**src/rtl/spram_arb_pkg.sv**
```systemverilog
`default_nettype none
// ============================================================================
// Package     : spram_arb_pkg
// Description : Shared constants and the RAM command bundle used by the
//               two-port SPRAM arbiter.
//               RAM_AW - word address width of the 32768x32 array
//               RAM_DW - data width
//               RAM_BW - number of byte lanes
// Revision    : 1.0 - initial release
// ============================================================================
package spram_arb_pkg;

    localparam int RAM_AW = 15;
    localparam int RAM_DW = 32;
    localparam int RAM_BW = 4;

    // One requester's command as presented to the RAM.
    typedef struct packed {
        logic [RAM_AW-1:0] addr;
        logic              we;
        logic [RAM_BW-1:0] be;
        logic [RAM_DW-1:0] wdata;
    } ram_cmd_t;

endpackage : spram_arb_pkg
`default_nettype wire

```
**src/rtl/spram_arb_pick.sv**
```systemverilog
`default_nettype none
// ============================================================================
// Module      : spram_arb_pick
// Description : Purely combinational grant selection for two requesters.
//               FIXED_PRIO=0 : round-robin on ties, using the last winner.
//               FIXED_PRIO=1 : port 0 wins ties until the burst counter
//                              reaches MAX_BURST, then port 1 wins once.
// Ports       : i_req   [1:0] - request vector (bit N = port N)
//               i_last        - port that won the most recent grant
//               i_burst [3:0] - consecutive port-0 grants while port 1 waits
//               o_gnt   [1:0] - grant vector, one-hot or zero
// Revision    : 1.0 - initial release
// ============================================================================
module spram_arb_pick #(
    parameter int FIXED_PRIO = 0,
    parameter int MAX_BURST  = 4
) (
    input  logic [1:0] i_req,
    input  logic       i_last,
    input  logic [3:0] i_burst,
    output logic [1:0] o_gnt
);

    localparam logic [3:0] c_MAX_BURST = 4'(MAX_BURST);

    // Winner when both ports request in the same cycle.
    logic [1:0] w_tie;

    generate
        if (FIXED_PRIO != 0) begin : g_fixed
            // Only the burst bound matters; the last winner is irrelevant.
            logic w_unused_last;
            assign w_unused_last = i_last;
            assign w_tie = (i_burst == c_MAX_BURST) ? 2'b10 : 2'b01;
        end else begin : g_rr
            // Burst count is tracked by the top level regardless of mode,
            // but round-robin never consults it.
            logic w_unused_burst;
            assign w_unused_burst = ^i_burst;
            assign w_tie = i_last ? 2'b01 : 2'b10;
        end
    endgenerate

    always_comb begin
        o_gnt = 2'b00;
        case (i_req)
            2'b01:   o_gnt = 2'b01;
            2'b10:   o_gnt = 2'b10;
            2'b11:   o_gnt = w_tie;
            default: o_gnt = 2'b00;
        endcase
    end

endmodule : spram_arb_pick
`default_nettype wire

```
**src/rtl/spram_arbiter2.sv**
```systemverilog
`default_nettype none
// ============================================================================
// Module      : spram_arbiter2
// Description : Shares one 32768x32 single-port SPRAM between two requesters.
//               At most one request is granted per cycle; the RAM command for
//               the winner is driven combinationally in the same cycle and
//               read data is flagged valid to the winner one cycle later.
// Parameters  : FIXED_PRIO - 0 round-robin, 1 port-0 priority with bound
//               MAX_BURST  - max consecutive port-0 grants while port 1 waits
// Ports       : clk_i, rst_i (async, active-high)
//               pN_req_i/we_i/addr_i/be_i/wdata_i - port N command
//               pN_gnt_o     - command accepted this cycle (combinational)
//               pN_rvalid_o  - read data valid (registered)
//               pN_rdata_o   - passthrough of ram_rd_data_i
//               ram_addr_o/wr_en_o/mask_we_o/wr_data_o - SPRAM command
//               ram_rd_data_i - SPRAM read data, one cycle after address
// Revision    : 1.0 - initial release
// ============================================================================
module spram_arbiter2
    import spram_arb_pkg::*;
#(
    parameter int FIXED_PRIO = 0,
    parameter int MAX_BURST  = 4
) (
    input  logic              clk_i,
    input  logic              rst_i,

    input  logic              p0_req_i,
    input  logic              p0_we_i,
    input  logic [RAM_AW-1:0] p0_addr_i,
    input  logic [RAM_BW-1:0] p0_be_i,
    input  logic [RAM_DW-1:0] p0_wdata_i,
    output logic              p0_gnt_o,
    output logic              p0_rvalid_o,
    output logic [RAM_DW-1:0] p0_rdata_o,

    input  logic              p1_req_i,
    input  logic              p1_we_i,
    input  logic [RAM_AW-1:0] p1_addr_i,
    input  logic [RAM_BW-1:0] p1_be_i,
    input  logic [RAM_DW-1:0] p1_wdata_i,
    output logic              p1_gnt_o,
    output logic              p1_rvalid_o,
    output logic [RAM_DW-1:0] p1_rdata_o,

    output logic [RAM_AW-1:0] ram_addr_o,
    output logic              ram_wr_en_o,
    output logic [RAM_BW-1:0] ram_mask_we_o,
    output logic [RAM_DW-1:0] ram_wr_data_o,
    input  logic [RAM_DW-1:0] ram_rd_data_i
);

    localparam logic [3:0] c_MAX_BURST = 4'(MAX_BURST);

    // ------------------------------------------------------------------
    // State
    // ------------------------------------------------------------------
    logic              r_last;        // port of the most recent grant
    logic [3:0]        r_burst;       // port-0 grants while port 1 waits
    logic [1:0]        r_rv;          // read response pending, per port
    logic [RAM_AW-1:0] r_addr_hold;   // last granted address
    logic [RAM_DW-1:0] r_wdata_hold;  // last granted write data

    // ------------------------------------------------------------------
    // Grant selection
    // ------------------------------------------------------------------
    logic [1:0] w_req;
    logic [1:0] w_gnt;
    logic       w_any;
    ram_cmd_t   w_cmd0;
    ram_cmd_t   w_cmd1;
    ram_cmd_t   w_sel;

    // Requests are masked during reset so no grant, and in particular no
    // write strobe, can reach the RAM while rst_i is high.
    assign w_req = {p1_req_i, p0_req_i} & {2{~rst_i}};

    spram_arb_pick #(
        .FIXED_PRIO (FIXED_PRIO),
        .MAX_BURST  (MAX_BURST)
    ) u_pick (
        .i_req   (w_req),
        .i_last  (r_last),
        .i_burst (r_burst),
        .o_gnt   (w_gnt)
    );

    assign w_any = |w_gnt;

    always_comb begin
        w_cmd0.addr  = p0_addr_i;
        w_cmd0.we    = p0_we_i;
        w_cmd0.be    = p0_be_i;
        w_cmd0.wdata = p0_wdata_i;
        w_cmd1.addr  = p1_addr_i;
        w_cmd1.we    = p1_we_i;
        w_cmd1.be    = p1_be_i;
        w_cmd1.wdata = p1_wdata_i;
        w_sel        = w_gnt[1] ? w_cmd1 : w_cmd0;
    end

    // ------------------------------------------------------------------
    // RAM command: live from the winner, otherwise the address and data
    // buses park on their last granted values so they do not toggle.
    // ------------------------------------------------------------------
    assign ram_addr_o    = w_any ? w_sel.addr  : r_addr_hold;
    assign ram_wr_data_o = w_any ? w_sel.wdata : r_wdata_hold;
    assign ram_wr_en_o   = w_any & w_sel.we;
    assign ram_mask_we_o = w_any ? w_sel.be : '0;

    // ------------------------------------------------------------------
    // Port outputs
    // ------------------------------------------------------------------
    assign p0_gnt_o    = w_gnt[0];
    assign p1_gnt_o    = w_gnt[1];
    assign p0_rvalid_o = r_rv[0];
    assign p1_rvalid_o = r_rv[1];
    assign p0_rdata_o  = ram_rd_data_i;
    assign p1_rdata_o  = ram_rd_data_i;

    // ------------------------------------------------------------------
    // Sequential state
    // ------------------------------------------------------------------
    always_ff @(posedge clk_i or posedge rst_i) begin
        if (rst_i) begin
            r_last       <= 1'b1;      // port 0 wins the first tie
            r_burst      <= 4'd0;
            r_rv         <= 2'b00;
            r_addr_hold  <= '0;
            r_wdata_hold <= '0;
        end else begin
            if (w_any) begin
                r_last       <= w_gnt[1];
                r_addr_hold  <= w_sel.addr;
                r_wdata_hold <= w_sel.wdata;
            end

            // One grant per cycle, so responses naturally return in order.
            r_rv[0] <= w_gnt[0] & ~p0_we_i;
            r_rv[1] <= w_gnt[1] & ~p1_we_i;

            // Counts only while port 1 is actually waiting; any cycle
            // without a port-1 request, or a port-1 grant, restarts it.
            if (!p1_req_i || w_gnt[1]) begin
                r_burst <= 4'd0;
            end else if (w_gnt[0] && (r_burst != c_MAX_BURST)) begin
                r_burst <= r_burst + 4'd1;
            end
        end
    end

endmodule : spram_arbiter2
`default_nettype wire

```
**config.mk**
```make
export PLATFORM = sky130hd
export DESIGN_NAME = spram_arbiter2
export DESIGN_NICKNAME = d
export VERILOG_FILES = /design/src/rtl/spram_arb_pkg.sv /design/src/rtl/spram_arb_pick.sv /design/src/rtl/spram_arbiter2.sv
export SDC_FILE = /design/constraint.sdc
export NUM_CORES = 1
export LEC_CHECK = 0
export ABC_AREA = 1
export ABC_CLOCK_PERIOD_IN_PS = 2300
export CAP_MARGIN = 20
export CELL_PAD_IN_SITES_DETAIL_PLACEMENT = 1
export CELL_PAD_IN_SITES_GLOBAL_PLACEMENT = 2
export CORE_ASPECT_RATIO = 1.5
export CORE_MARGIN = 2
export CORE_UTILIZATION = 16
export CTS_CLUSTER_SIZE = 14
export DETAILED_ROUTE_END_ITERATION = 7
export PLACE_DENSITY_LB_ADDON = 0.1
export SLEW_MARGIN = 20
export SYNTH_ARGS = -nofsm -noshare
export SYNTH_HDL_FRONTEND = slang
export SYNTH_SLANG_ARGS = --single-unit
```
**constraint.sdc**
```tcl
create_clock -name clk_i -period 2.3 [get_ports clk_i]
set_input_delay 0.345 -clock clk_i [delete_from_list [all_inputs] [get_ports clk_i]]
set_output_delay 0.345 -clock clk_i [all_outputs]
set_load 0.01 [all_outputs]
```
### After elaboration in Yosys (flattened, before gate mapping)

Index checks and enable logic that the tools add are counted.

| word-level totals | value |
|---|---|
| register bits | 50 |
| input bits | 140 |
| logic and storage cells | 21 |
| output and inout bits | 120 |

| operators by class | value |
|---|---|
| bitwise logic cells | 7 |
| mux-type cells | 6 |
| reductions and logical operators | 1 |
| equal/unequal tests | 3 |

Operators by type and width:

| kind | number |
|---|---|
| $mux W52 | 1 |
| $mux W32 | 1 |
| $mux W15 | 1 |
| $pmux W2 S3 | 1 |
| $eq A2 B2 Y1 const B | 2 |
| $mux W4 | 1 |
| $and A1 B1 Y1 | 3 |
| $not A1 Y1 | 3 |
| $and A2 B2 Y2 | 1 |
| $eq A2 B1 Y1 const B | 1 |
| $mux W2 | 1 |
| $reduce_or A2 Y1 | 1 |

### Depth between registers and ports, before layout

Gate-level depths: netlist of run 1.

| depth | value |
|---|---|
| word-level depth | 6 |
| gate-level depth with buffers | 8 |
| mapped depth without buffers | 6 |

### Hierarchy

From an unflattened synthesis of run 1, not the netlist that was laid out.

| second synthesis, totals | value |
|---|---|
| cell total of the unflattened synthesis | 391 |
| area, all modules | 3,155.5 sq um |

By module, submodules not included:

| module | cells each | area an instance (sq um) | seq. area each (sq um) | instances |
|---|---|---|---|---|
| spram_arbiter2 | 386 | 3,134.3 | 1,352.5 | 1 |
| spram_arb_pick | 5 | 21.3 | 0.0 | 1 |

### Worst setup path before layout of run 1

No wires, ideal clock.

| timing | value |
|---|---|
| path kind | in2out |
| start point | input rst_i |
| end point | output ram_mask_we_o[0] |
| stages | 7 |
| setup slack | 113 ps |
| arrival time | 1,842 ps |
| cells stage by stage | inv_2 nand3_1 buf_4 buf_4 nand2_1 nand2_1 nor2_1 |

| on the way | value |
|---|---|
| cells in the longest elaborated chain, start to end | 6 |

RTL lines:

| what | line | text |
|---|---|---|
| start: declaration | spram_arbiter2.sv:26 | `input logic rst_i,` |
| $not A1 Y1 (*) | spram_arbiter2.sv:76 | `assign w_req = {p1_req_i, p0_req_i} & {2{~rst_i}};` |
| $and A2 B2 Y2 (*) | spram_arbiter2.sv:76 |  |
| $eq A2 B2 Y1 or $eq A2 B1 Y1 (tied branches) | spram_arb_pick.sv:46 | `case (i_req)` |
| $pmux W2 S3 (*) | spram_arb_pick.sv:46 |  |
| $mux W52 or $reduce_or A2 Y1 (tied branches) | spram_arbiter2.sv:99, spram_arbiter2.sv:88 |  |
| $mux W4 (*) | spram_arbiter2.sv:109 | `assign ram_mask_we_o = w_any ? w_sel.be : '0;` |
| end: declaration | spram_arbiter2.sv:48 | `output logic [RAM_BW-1:0] ram_mask_we_o,` |

Every way passes the cells marked *; elsewhere a longest branch is shown, timed or not.

### Worst setup path in the final report of run 1

| timing | value |
|---|---|
| start point | input p0_req_i |
| end point | output ram_wr_data_o[23] |

| on the way | value |
|---|---|
| cells in the longest elaborated chain, start to end | 5 |

RTL lines:

| what | line | text |
|---|---|---|
| start: declaration | spram_arbiter2.sv:28 | `input logic p0_req_i,` |
| $and A2 B2 Y2 (*) | spram_arbiter2.sv:76 |  |
| $eq A2 B2 Y1 or $eq A2 B1 Y1 (tied branches) | spram_arb_pick.sv:46 |  |
| $pmux W2 S3 (*) | spram_arb_pick.sv:46 |  |
| $mux W52 or $reduce_or A2 Y1 (tied branches) | spram_arbiter2.sv:99, spram_arbiter2.sv:88 |  |
| $mux W32 (*) | -- |  |
| end: declaration | spram_arbiter2.sv:49 | `output logic [RAM_DW-1:0] ram_wr_data_o,` |

Marked as above.

==> parameters.txt, run 1 <==
Parameter                              Value

Clock tree
  TritonCTS clock tree    yes
  Skew-Pair Late Insertion Delay    300 ps
  Number of buffers between clock root and the deepest sink    2
  Hold_buf cts    0
  Number of buffers created by CTS    5
  Sinks on the clock net    50
  H-tree Lvls    2
  Post-CTS clock slew at the launch and capture registers of the worst setup and hold paths    70 ps
  Root Driver    sky130_fd_sc_hd__clkbuf_16

Logic synthesis
  Number of register bits inferred by synthesis    50
  Post-synthesis instance area    3310 µm²
  Yosys warning total    0
  Instance count of the mapped netlist    462
  Number of distinct library cells after synthesis    13
  Largest area contributor in the netlist    sky130_fd_sc_hd__dfrtp_1
  Yosys top cell area share    37.0%
  Cell types occupying the most area after synthesis    sky130_fd_sc_hd__dfrtp_1 37%, sky130_fd_sc_hd__nand2_1 18%, sky130_fd_sc_hd__buf_4 16%, sky130_fd_sc_hd__nand3b_1 10%, sky130_fd_sc_hd__nand3_1 7.2%
  Syn Nets    602
  Synthesized area per cell    7.17 µm²
  Proportion of synthesized chip area in sequential cells    37.8%

Pwr
  Power density relative to cell area    588 nW/µm²
  Combinational fraction of design power    33.8%
  Static leakage    2.71 nW
  Sequential power share    33.3%
  Net switching power    923 µW
  Maximum ir drop on the vdd rail    367 µV
  Clk network pwr share    32.9%
  Switching Share    29.5%
  Internal power    2.20 mW

Critical path
  Critical Path Sink Type    output pin
  Cell-by-cell trace of the critical path    clkdlybuf4s50_1 -> inv_1 -> o21ai_4 -> buf_12 -> inv_8 -> buf_16 -> nand2_1 -> nand2_2 -> clkdlybuf4s15_2
  Beginning of the worst register-to-register path    r_last
  R2R Setup Slk    810 ps
  CP Max Fanout    10
  Worst Reg-to-Reg Cells    7
  Worst Setup SP    p0_req_i
  Worst setup path class    in -> out
  Arrival time worst endpoint    1920 ps
  Worst r2r dst    r_wdata_hold[7]
  Data required, critical path    1960 ps
  Category of the worst setup path launch point    primary input
  Worst-path cell with the longest stage delay    sky130_fd_sc_hd__clkdlybuf4s50_1
  Crit path buffers/inverters    6
  Crit-path max cell delay    500 ps
  Worst path top cell family by delay    buffers and inverters

Final layout
  Net count, final    727
  Area growth syn-to-layout    60.4%
  Layout Cell Area excl Fill    5320 µm²
  Fill cell count    2484
  Area used by multi-input combinational logic    1280 µm²
  Layout cell share with drive strength beyond 1    18.4%
  Number of non-filler instances in the completed layout    853
  Sequential Area    1250 µm²
  Core utilization of the finished layout    26.1%

STA
  Headroom to the max-slew limit    73.7%
  Final worst-path cycle share    98.4%
  Tightest Pin Transition    394 ps
  Clock Skews    6.43 ps
  Final Hold Violating Endpoints    0
  Unrepaired setup endpoints after global routing    true
  Minimum period implied by the final worst setup slack    2260 ps
  Final setup vio count    0
  FMAX    442 MHz
  Total count of max-transition violations in the final report    0

Hold path
  Hold EP    r_wdata_hold[19]
  Hold/Removal Path Class    reg -> reg
  Startpoint of the tightest hold check path    r_wdata_hold[19]
  Hold Path Cell Cnt    2

Route
  Vias per cell    3.87
  Routed Antenna Nets    0
  Routed len/inst    16.3 µm
  Sum of routed wire length over all layers    13900 µm
  Detailed-route DRC error count    0
  Iteration-0 DRC Markers    55
  First-pass detailed-route iteration total    4
  Via count of the routed design    3304

Global routing
  Pin count of the biggest net entering global routing    33
  Number of global-route vias before repair    3713
  Total routing usage reported by global routing    12.4%
  Initial antenna violation count    1
  Global-route wire length before repair    20800 µm
  Grt ovf    0

Placement
  Number of cells in the design after placement    837
  Global placer's final weighted congestion    0.721
  Quantity of I/O buffers inserted on ports    163
  Post-DP HPWL    9590 µm
  Cell area after placement    5070 µm²

Floorplan
  DIE HEIGHT    180 µm
  Row count    64
  Total die area    21900 µm²
  Area inside the core boundary    20300 µm²
  Horizontal extent of the die    122 µm
  I/O Pins    260
  Starting Density    16.3%

Status
  Run status    finished clean

Run
  MaxCap Viol Count    0
==> metrics by stage <==
stage	setup TNS, ps	hold slack [ps]	total power [mW]	setup slack (ps)
floorplan	0	407	1.58	113
global placement	-12280	460	2.18	-302
detailed placement	-12160	466	2.18	-304
CTS	-432	490	3.22	-182
global route	-85.0	508	3.32	-31.5
finish	0	479	3.13	37.4
==> worst reg2reg max path, cell delays in order (launching register included) <==
cell and delay [ps]:
sky130_fd_sc_hd__dfstp_2 560, sky130_fd_sc_hd__nand2_2 80, sky130_fd_sc_hd__nand3_4 130, sky130_fd_sc_hd__buf_4 250
sky130_fd_sc_hd__nand2_1 80, sky130_fd_sc_hd__nand3_1 90, sky130_fd_sc_hd__nand2_1 70, sky130_fd_sc_hd__buf_4 130
==> layout make-up <==
| cell class | count | area share (%) |
|---|---|---|
| timing repair buffer | 208 | 38.3 |
| multi-input combinational | 266 | 24.1 |
| sequential | 50 | 23.6 |
| tap | 264 | 6.21 |
| inverter | 56 | 4.10 |
| clock buffer | 6 | 2.61 |
| clock inverter | 2 | 1.13 |
| antenna | 1 | 0.0471 |
==> placed cells by master, fill, tap and decap left out, types with 2 or more instances in the layout <==
master,instances
sky130_fd_sc_hd__dfrtp_1,49
sky130_fd_sc_hd__buf_4,28
sky130_fd_sc_hd__clkdlybuf4s15_2,9
sky130_fd_sc_hd__buf_2,5
sky130_fd_sc_hd__nor2_1,13
sky130_fd_sc_hd__dlymetal6s2s_1,2
sky130_fd_sc_hd__clkdlybuf4s15_1,4
sky130_fd_sc_hd__clkbuf_2,29
sky130_fd_sc_hd__buf_16,2
sky130_fd_sc_hd__clkbuf_16,8
sky130_fd_sc_hd__o21ai_0,2
sky130_fd_sc_hd__nand2_2,5
sky130_fd_sc_hd__buf_12,10
sky130_fd_sc_hd__bufinv_16,2
sky130_fd_sc_hd__nand3b_1,46
sky130_fd_sc_hd__clkdlybuf4s50_1,108
sky130_fd_sc_hd__inv_1,54
sky130_fd_sc_hd__dlygate4sd2_1,5
sky130_fd_sc_hd__nand2_1,150
sky130_fd_sc_hd__buf_6,3
sky130_fd_sc_hd__nand3_1,47
==> worst max path at each step <==
stage | end | cells past startpoint
after global placement | ram_wr_data_o[20] | 7
after detailed placement | ram_wr_data_o[23] | 7
after floorplan | ram_mask_we_o[0] | 7
after CTS | ram_mask_we_o[2] | 9
final | ram_wr_data_o[23] | 9
after global routing | ram_wr_data_o[4] | 8
==> state kept, by name, summed over array words and instances, names as in the netlist <==
name / flops
r_addr_hold: 15
r_last: 1
r_rv: 2
r_wdata_hold: 32
==> what timing repair did <==
item / 4_1_cts / 5_1_grt
endpoints found under the setup margin: 53 / 49
gates cloned: 2 / 3
resized for setup: 106 / 61
pin swaps: 1 / 1
hold endpoints to repair: 0 / 0
setup buffers: 1 / 1
==> power by group through the flow <==
| stage | logic (mW) | clock network [mW] | registers, mW |
|---|---|---|---|
| floorplan | 0.532 | 0 | 1.05 |
| global placement | 1.12 | 0 | 1.06 |
| detailed placement | 1.12 | 0 | 1.06 |
| CTS | 1.10 | 1.08 | 1.04 |
| global route | 1.17 | 1.09 | 1.06 |
| finish | 1.06 | 1.03 | 1.04 |
==> routing by layer <==
metal	vias to the layer above	track usage, %	share of wire, %
li1	1606	-	-
met1	1586	13.1	37
met2	92	24.0	56
met3	20	1.90	4.7
met4	0	4.51	1.8
met5	-	0	0
==> Yosys cell counts <==
cell type and n:
sky130_fd_sc_hd__buf_2 10, sky130_fd_sc_hd__dfstp_2 1, sky130_fd_sc_hd__inv_2 2, sky130_fd_sc_hd__nand2_1 155
sky130_fd_sc_hd__dfrtp_1 49, sky130_fd_sc_hd__buf_4 70, sky130_fd_sc_hd__nand3b_1 46, sky130_fd_sc_hd__clkbuf_1 10
sky130_fd_sc_hd__o21ai_0 2, sky130_fd_sc_hd__nand3_1 48, sky130_fd_sc_hd__nor2_1 14, sky130_fd_sc_hd__inv_1 54
sky130_fd_sc_hd__o21ai_2 1
==> kinds of logic (layout without fill, tap and decap cells) <==
group,after synthesis,in the layout,share of synthesized area (%)
other cells,0,1,0
simple gates,263,263,36.8
flops,50,50,37.8
compound gates,3,3,0.566
buf+inv,146,272,24.8
Note: power is estimated with default switching activity, not from simulation.
==> run 2: changes to the inputs <==
- ABC_CLOCK_PERIOD_IN_PS: 2300 -> not set
- CORE_MARGIN: 2 -> 5
==> run 2 against run 1 <==
Effect of this change: clock power decreased by 16%; design area increased by 1.4%; worst hold slack got worse by 240 ps; sequential share of layout area decreased by 0.32 points; flip-flop and latch count unchanged; die area increased by 8.4%; via count decreased by 1.8%; first-iteration DRC count increased by 1.8%; critical path type is now reg -> out; critical endpoint is now ram_addr_o[8]; highest routed layer unchanged.
==> parameters.txt, run 2 (synthesis gave the netlist of run 1 again) <==
Parameter                              Value

Status
  Run status    finished clean

Critical path
  Crit path buffers/inverters    2
  Critical Path Sink Type    output pin
  Data required, critical path    1960 ps
  CP most frequent cell    sky130_fd_sc_hd__nand2_1
  Crit-path max cell delay    550 ps
  Cell-by-cell trace of the critical path    nand2_2 -> nand3_4 -> bufbuf_16 -> nand2_1 -> nand3_1 -> nand2_1 -> dlygate4sd2_1
  Worst setup path class    reg -> out
  Worst path top cell family by delay    buffers and inverters
  Category of the worst setup path launch point    register
  Worst-path cell with the longest stage delay    sky130_fd_sc_hd__dfstp_2
  CP Max Fanout    14
  Arrival time worst endpoint    1850 ps

STA
  Unrepaired setup endpoints after global routing    true
  Total count of max-transition violations in the final report    0
  FMAX    455 MHz
  Minimum period implied by the final worst setup slack    2200 ps
  Final Hold Violating Endpoints    0
  Clock Skews    6.25 ps
  Final worst-path cycle share    95.6%
  Smallest hold slack    243 ps
  Final setup vio count    0
  Tightest Pin Transition    683 ps
  Headroom to the max-slew limit    54.5%

Final layout
  Largest registers    r_wdata_hold x32, r_addr_hold x15, r_rv x2
  Register containing the most flip-flops in the final layout    r_wdata_hold
  Largest register FFs    32
  Layout Cell Area excl Fill    5390 µm²
  Final antenna diode count    0
  Area growth syn-to-layout    62.6%
  Most common library cell in the layout ignoring fill and taps    sky130_fd_sc_hd__nand2_1
  Net count, final    729
  Most frequent cells in the layout    154 x sky130_fd_sc_hd__nand2_1, 107 x sky130_fd_sc_hd__clkdlybuf4s50_1, 54 x sky130_fd_sc_hd__inv_1
  Layout cell share with drive strength beyond 1    10.7%

Floorplan
  Area inside the core boundary    20400 µm²
  Row count    64
  I/O Pins    260
  Horizontal extent of the die    128 µm
  Starting Density    16.2%
  DIE HEIGHT    186 µm
  Total die area    23800 µm²

Clock tree
  Number of buffers created by CTS    5
  Hold_buf cts    0
  Sinks on the clock net    50
  Number of buffers between clock root and the deepest sink    2
  Root Driver    sky130_fd_sc_hd__clkbuf_16
  Post-CTS clock slew at the launch and capture registers of the worst setup and hold paths    70 ps
  Skew-Pair Late Insertion Delay    290 ps
  TritonCTS clock tree    yes
  H-tree Lvls    2

Placement
  Global placer's final weighted congestion    0.712
  Post-DP HPWL    10200 µm
  Quantity of I/O buffers inserted on ports    163
  Cell area after placement    5080 µm²

Hold path
  Hold/Removal Path Class    in -> async

Route
  Routed len/inst    16.2 µm
  Detailed-route DRC error count    0
  Via count of the routed design    3244
  Sum of routed wire length over all layers    13900 µm
  Routed Antenna Nets    0
  Iteration-0 DRC Markers    56
  Vias per cell    3.80
  First-pass detailed-route iteration total    4

Pwr
  Static leakage    2.80 nW
  Power density relative to cell area    551 nW/µm²
  Maximum ir drop on the vdd rail    312 µV
  Overall power of the completed layout    2.97 mW

Global routing
  Pin count of the biggest net entering global routing    48
  Global-route wire length before repair    21000 µm
  Initial antenna violation count    0
  Grt ovf    0
  Number of global-route vias before repair    3577
  Total routing usage reported by global routing    11.7%

Run
  MaxCap Viol Count    0
## run 2: cell count changes in the layout (fill, tap and decap cells not counted), moves of 3 or more
cell                              change
sky130_fd_sc_hd__buf_2                -5
sky130_fd_sc_hd__dlygate4sd2_1       +42
sky130_fd_sc_hd__bufbuf_16            +4
sky130_fd_sc_hd__clkdlybuf4s15_2      -8
sky130_fd_sc_hd__clkbuf_16            -3
sky130_fd_sc_hd__nand2_2              -4
sky130_fd_sc_hd__nand2_1              +4
sky130_fd_sc_hd__buf_4                +4
sky130_fd_sc_hd__clkbuf_2            -28
## run 2: tightest hold or removal path, stage by stage
cell and delay (ps):
sky130_fd_sc_hd__dlygate4sd2_1 260, sky130_fd_sc_hd__inv_2 110, sky130_fd_sc_hd__buf_4 150
## run 2: cell type report
class | instances | area [µm²]
clock buffers | 6 | 129
clock inverters | 2 | 37.5
fillers | 2484 | 15000
inverters | 56 | 215
multi-input cells | 266 | 1270
flip-flops and latches | 50 | 1250
well taps | 264 | 330
repair buffers | 210 | 2160
## run 2: final timing paths
check,slack [ps],end,depth (start not counted),start
min in group clk_i,470,r_wdata_hold[19],2,r_wdata_hold[19]
max in group asynchronous,1350,r_wdata_hold[20],3,rst_i
max reg2reg,840,r_wdata_hold[18],7,r_last
max,100,ram_addr_o[8],7,r_last
min,240,r_rv[0],3,rst_i
min reg2reg,470,r_wdata_hold[19],2,r_wdata_hold[19]
## run 2: through the flow
step | instances | setup TNS (ps) | util, % | setup WS (ps)
4_1_cts | 853 | 0 | 26.3 | 3.25
6_report | 854 | 0 | 26.4 | 102
2_1_floorplan | 462 | 0 | - | 113
3_3_place_gp | 837 | -13250 | 24.9 | -306
5_1_grt | 854 | -92.7 | 26.4 | -29.2
3_5_place_dp | 837 | -13630 | 24.9 | -312
## run 2: routing by layer
| layer | GRT usage (%) | share of wire (%) | wire length (µm) | vias up |
|---|---|---|---|---|
| li1 | - | - | - | 1602 |
| met1 | 12.2 | 36 | 4930 | 1522 |
| met2 | 23.2 | 58 | 7980 | 94 |
| met3 | 2.34 | 5.4 | 743 | 26 |
| met4 | 3.35 | 1.5 | 214 | 0 |
| met5 | 0 | 0 | 0 | - |
## run 2: repair_timing
| action | CTS | global route |
|---|---|---|
| endpoints found under the setup margin | 53 | 21 |
| cloned | 4 | 0 |
| buffers inserted | 4 | 1 |
| pin swaps | 1 | 0 |
| resized for setup | 60 | 9 |
## run 2: where the power goes
group	internal [mW]	switching, mW
sequential	1.01	0.0344
combinational	0.560	0.499
clock	0.515	0.355
total	2.08	0.888
==> run 3: changes to the inputs <==
- ABC_AREA: 1 -> not set
==> run 3 against run 2 <==
Effect of this change: core utilization is 1.6 points higher; clock skew shrank 1.2 ps; routed wire length up 8.0%; maximum frequency barely moved; flip-flop and latch count did not move; design area fell by 3.6%; worst hold slack gained 310 ps; first-iteration DRC count up 110%; area after synthesis decreased by 8.9%; setup slack got worse by 1.0 ps; via count is 0.15% lower; critical endpoint is now ram_wr_data_o[26].
==> parameters.txt, run 3 <==
Parameter                              Value

Status
  Run status    finished clean

Pwr
  Maximum ir drop on the vdd rail    247 µV
  Static leakage    2.04 nW
  Sequential power share    33.7%
  Overall power of the completed layout    3.07 mW
  Power density relative to cell area    590 nW/µm²
  Net switching power    932 µW
  Switching Share    30.4%
  Internal power    2.14 mW
  Combinational fraction of design power    37.3%
  Clk network pwr share    29.0%

Clock tree
  H-tree Lvls    2
  Root Driver    sky130_fd_sc_hd__clkbuf_16
  Number of buffers between clock root and the deepest sink    2
  Hold_buf cts    0
  Sinks on the clock net    50
  Number of buffers created by CTS    5
  Post-CTS clock slew at the launch and capture registers of the worst setup and hold paths    70 ps
  TritonCTS clock tree    yes
  Skew-Pair Late Insertion Delay    300 ps

STA
  Total count of max-transition violations in the final report    0
  Clock Skews    5.04 ps
  Final Hold Violating Endpoints    0
  Minimum period implied by the final worst setup slack    2200 ps
  FMAX    455 MHz
  Tightest Pin Transition    803 ps
  Smallest hold slack    553 ps
  Sum Neg Setup Slack    0 ps
  Headroom to the max-slew limit    45.9%
  Final setup vio count    0
  Final worst-path cycle share    95.6%

Hold path
  Startpoint of the tightest hold check path    r_addr_hold[12]
  Hold/Removal Path Class    reg -> reg

Route
  Routed Antenna Nets    0
  Routed len/inst    19.8 µm
  Via count of the routed design    3239
  Sum of routed wire length over all layers    15000 µm
  Detailed-route DRC error count    0
  Iteration-0 DRC Markers    115
  First-pass detailed-route iteration total    4
  Vias per cell    4.27

Final layout
  Fill cell count    2157
  Net count, final    645
  Final antenna diode count    0
  Largest register FFs    32
  Register containing the most flip-flops in the final layout    r_wdata_hold
  Most common library cell in the layout ignoring fill and taps    sky130_fd_sc_hd__clkdlybuf4s50_1
  Largest registers    r_wdata_hold x32, r_addr_hold x15, r_rv x2
  Layout cell share with drive strength beyond 1    23.5%
  Layout Cell Area excl Fill    5200 µm²
  Most frequent cells in the layout    108 x sky130_fd_sc_hd__clkdlybuf4s50_1, 52 x sky130_fd_sc_hd__nand3_1, 50 x sky130_fd_sc_hd__buf_4
  Area growth syn-to-layout    72.1%

Global routing
  Global-route wire length before repair    21800 µm
  Initial antenna violation count    0
  Pin count of the biggest net entering global routing    51
  Grt ovf    0
  Number of global-route vias before repair    3527
  Total routing usage reported by global routing    13.5%

Floorplan
  Total die area    21800 µm²
  Area inside the core boundary    18500 µm²
  Horizontal extent of the die    122 µm
  I/O Pins    260
  DIE HEIGHT    178 µm
  Starting Density    16.3%
  Row count    61

Logic synthesis
  Most numerous cell in the Yosys netlist    sky130_fd_sc_hd__buf_4
  FFs w/ async S/R, synth    100%
  Number of register bits inferred by synthesis    50
  Commonest cells in the synthesized netlist    75 x sky130_fd_sc_hd__buf_4, 52 x sky130_fd_sc_hd__nand3_1, 49 x sky130_fd_sc_hd__dfrtp_1, 48 x sky130_fd_sc_hd__nor2_1, 47 x sky130_fd_sc_hd__a31oi_1
  Post-synthesis instance area    3020 µm²
  Cell types occupying the most area after synthesis    sky130_fd_sc_hd__dfrtp_1 41%, sky130_fd_sc_hd__buf_4 19%, sky130_fd_sc_hd__a31oi_1 9.7%, sky130_fd_sc_hd__nand3_1 8.6%, sky130_fd_sc_hd__o21ai_0 7.1%
  Number of flops mapped to enable cells by yosys    0
  Instance count of the mapped netlist    365
  Number of distinct library cells after synthesis    19
  Proportion of synthesized chip area in sequential cells    41.5%
  Syn Nets    505
  Yosys warning total    0
  Yosys top cell area share    40.6%
  Largest area contributor in the netlist    sky130_fd_sc_hd__dfrtp_1
  Synthesized area per cell    8.27 µm²
  Commonest register cell after synthesis    sky130_fd_sc_hd__dfrtp_1

Placement
  Post-DP HPWL    10200 µm
  Cell area after placement    4780 µm²
  Global placer's final weighted congestion    0.699
  Quantity of I/O buffers inserted on ports    163

Critical path
  Worst setup path class    reg -> out
  Worst Setup SP    r_last
  Category of the worst setup path launch point    register
  CP Max Fanout    14
  Data required, critical path    1960 ps
  Beginning of the worst register-to-register path    r_last
  Arrival time worst endpoint    1850 ps
  Critical Path Sink Type    output pin

Run
  MaxCap Viol Count    0
-- run 3: cell count changes after synthesis, sizes merged, moves of 2 or more --
cell	before	now
nand2	155	2
inv	56	2
o21ai	3	54
a31oi	0	47
nand3b	46	0
nor2	14	48
buf	80	91
a21oi	0	6
clkbuf	10	6
nand3	48	52
nand2b	0	2
nor2b	0	2
-- run 3: critical path, cell delays in order (launching register included) --
cell and delay, ps:
sky130_fd_sc_hd__dfstp_2 540, sky130_fd_sc_hd__and2_4 220, sky130_fd_sc_hd__buf_12 150, sky130_fd_sc_hd__o21ai_0 80
sky130_fd_sc_hd__a31oi_1 250, sky130_fd_sc_hd__dlygate4sd2_1 310
-- run 3: kinds of logic (layout without fill, tap and decap cells) --
| group | count (synthesis) | after routing | synth area share (%) |
|---|---|---|---|
| and+or+nand+nor | 108 | 108 | 16.0 |
| AOI/OAI and AO/OA | 108 | 108 | 20.0 |
| DFF | 50 | 50 | 41.5 |
| buffers and inverters | 99 | 240 | 22.5 |
-- run 3: power by group through the flow --
| stage | Sequential [mW] | Combinational (mW) | Clock (mW) |
|---|---|---|---|
| CTS | 1.03 | 1.14 | 0.941 |
| global route | 1.04 | 1.25 | 0.980 |
| floorplan | 1.04 | 0.511 | 0 |
| finish | 1.03 | 1.14 | 0.890 |
| global placement | 1.05 | 1.12 | 0 |
| detailed placement | 1.05 | 1.12 | 0 |
-- run 3: worst paths after layout --
path                            depth (start not counted)  slack (ps)           endpoint
worst max-delay path                                    5         100  ram_wr_data_o[26]
worst min-delay path                                    2         550    r_addr_hold[12]
worst max register to register                         13         100   r_wdata_hold[16]
worst min register to register                          2         550    r_addr_hold[12]
max in group asynchronous                               5        1100   r_wdata_hold[26]
min in group asynchronous                               5         710            r_rv[1]
-- run 3: timing repair --
item,CTS,global route
resized for setup,135,14
cloned,2,1
setup buffers,20,2
pin swaps,10,5
endpoints found under the setup margin,54,13
-- run 3: layout make-up --
type	count	area (µm²)	area share, %
clock buffers	7	133	2.55
repair buffers	230	2240	43.1
inverters	2	11.3	0.217
well taps	252	315	6.07
multi-input cells	216	1210	23.3
flip-flops and latches	50	1250	24.1
clock inverters	1	30.0	0.578
-- run 3: stage by stage --
step	std cells	utilization, %	setup slack (ps)
6_report	758	28.0	101
5_1_grt	758	28.0	-2.62
4_1_cts	755	27.6	35.7
3_5_place_dp	725	25.8	-458
2_1_floorplan	365	-	356
3_3_place_gp	725	25.8	-448
-- run 3: metal layers --
metal	up-vias	part of all wire [%]	track usage [%]
li1	1497	-	-
met1	1595	35	14.3
met2	96	56	25.5
met3	51	5.7	2.95
met4	0	3.2	5.46
met5	-	0	0
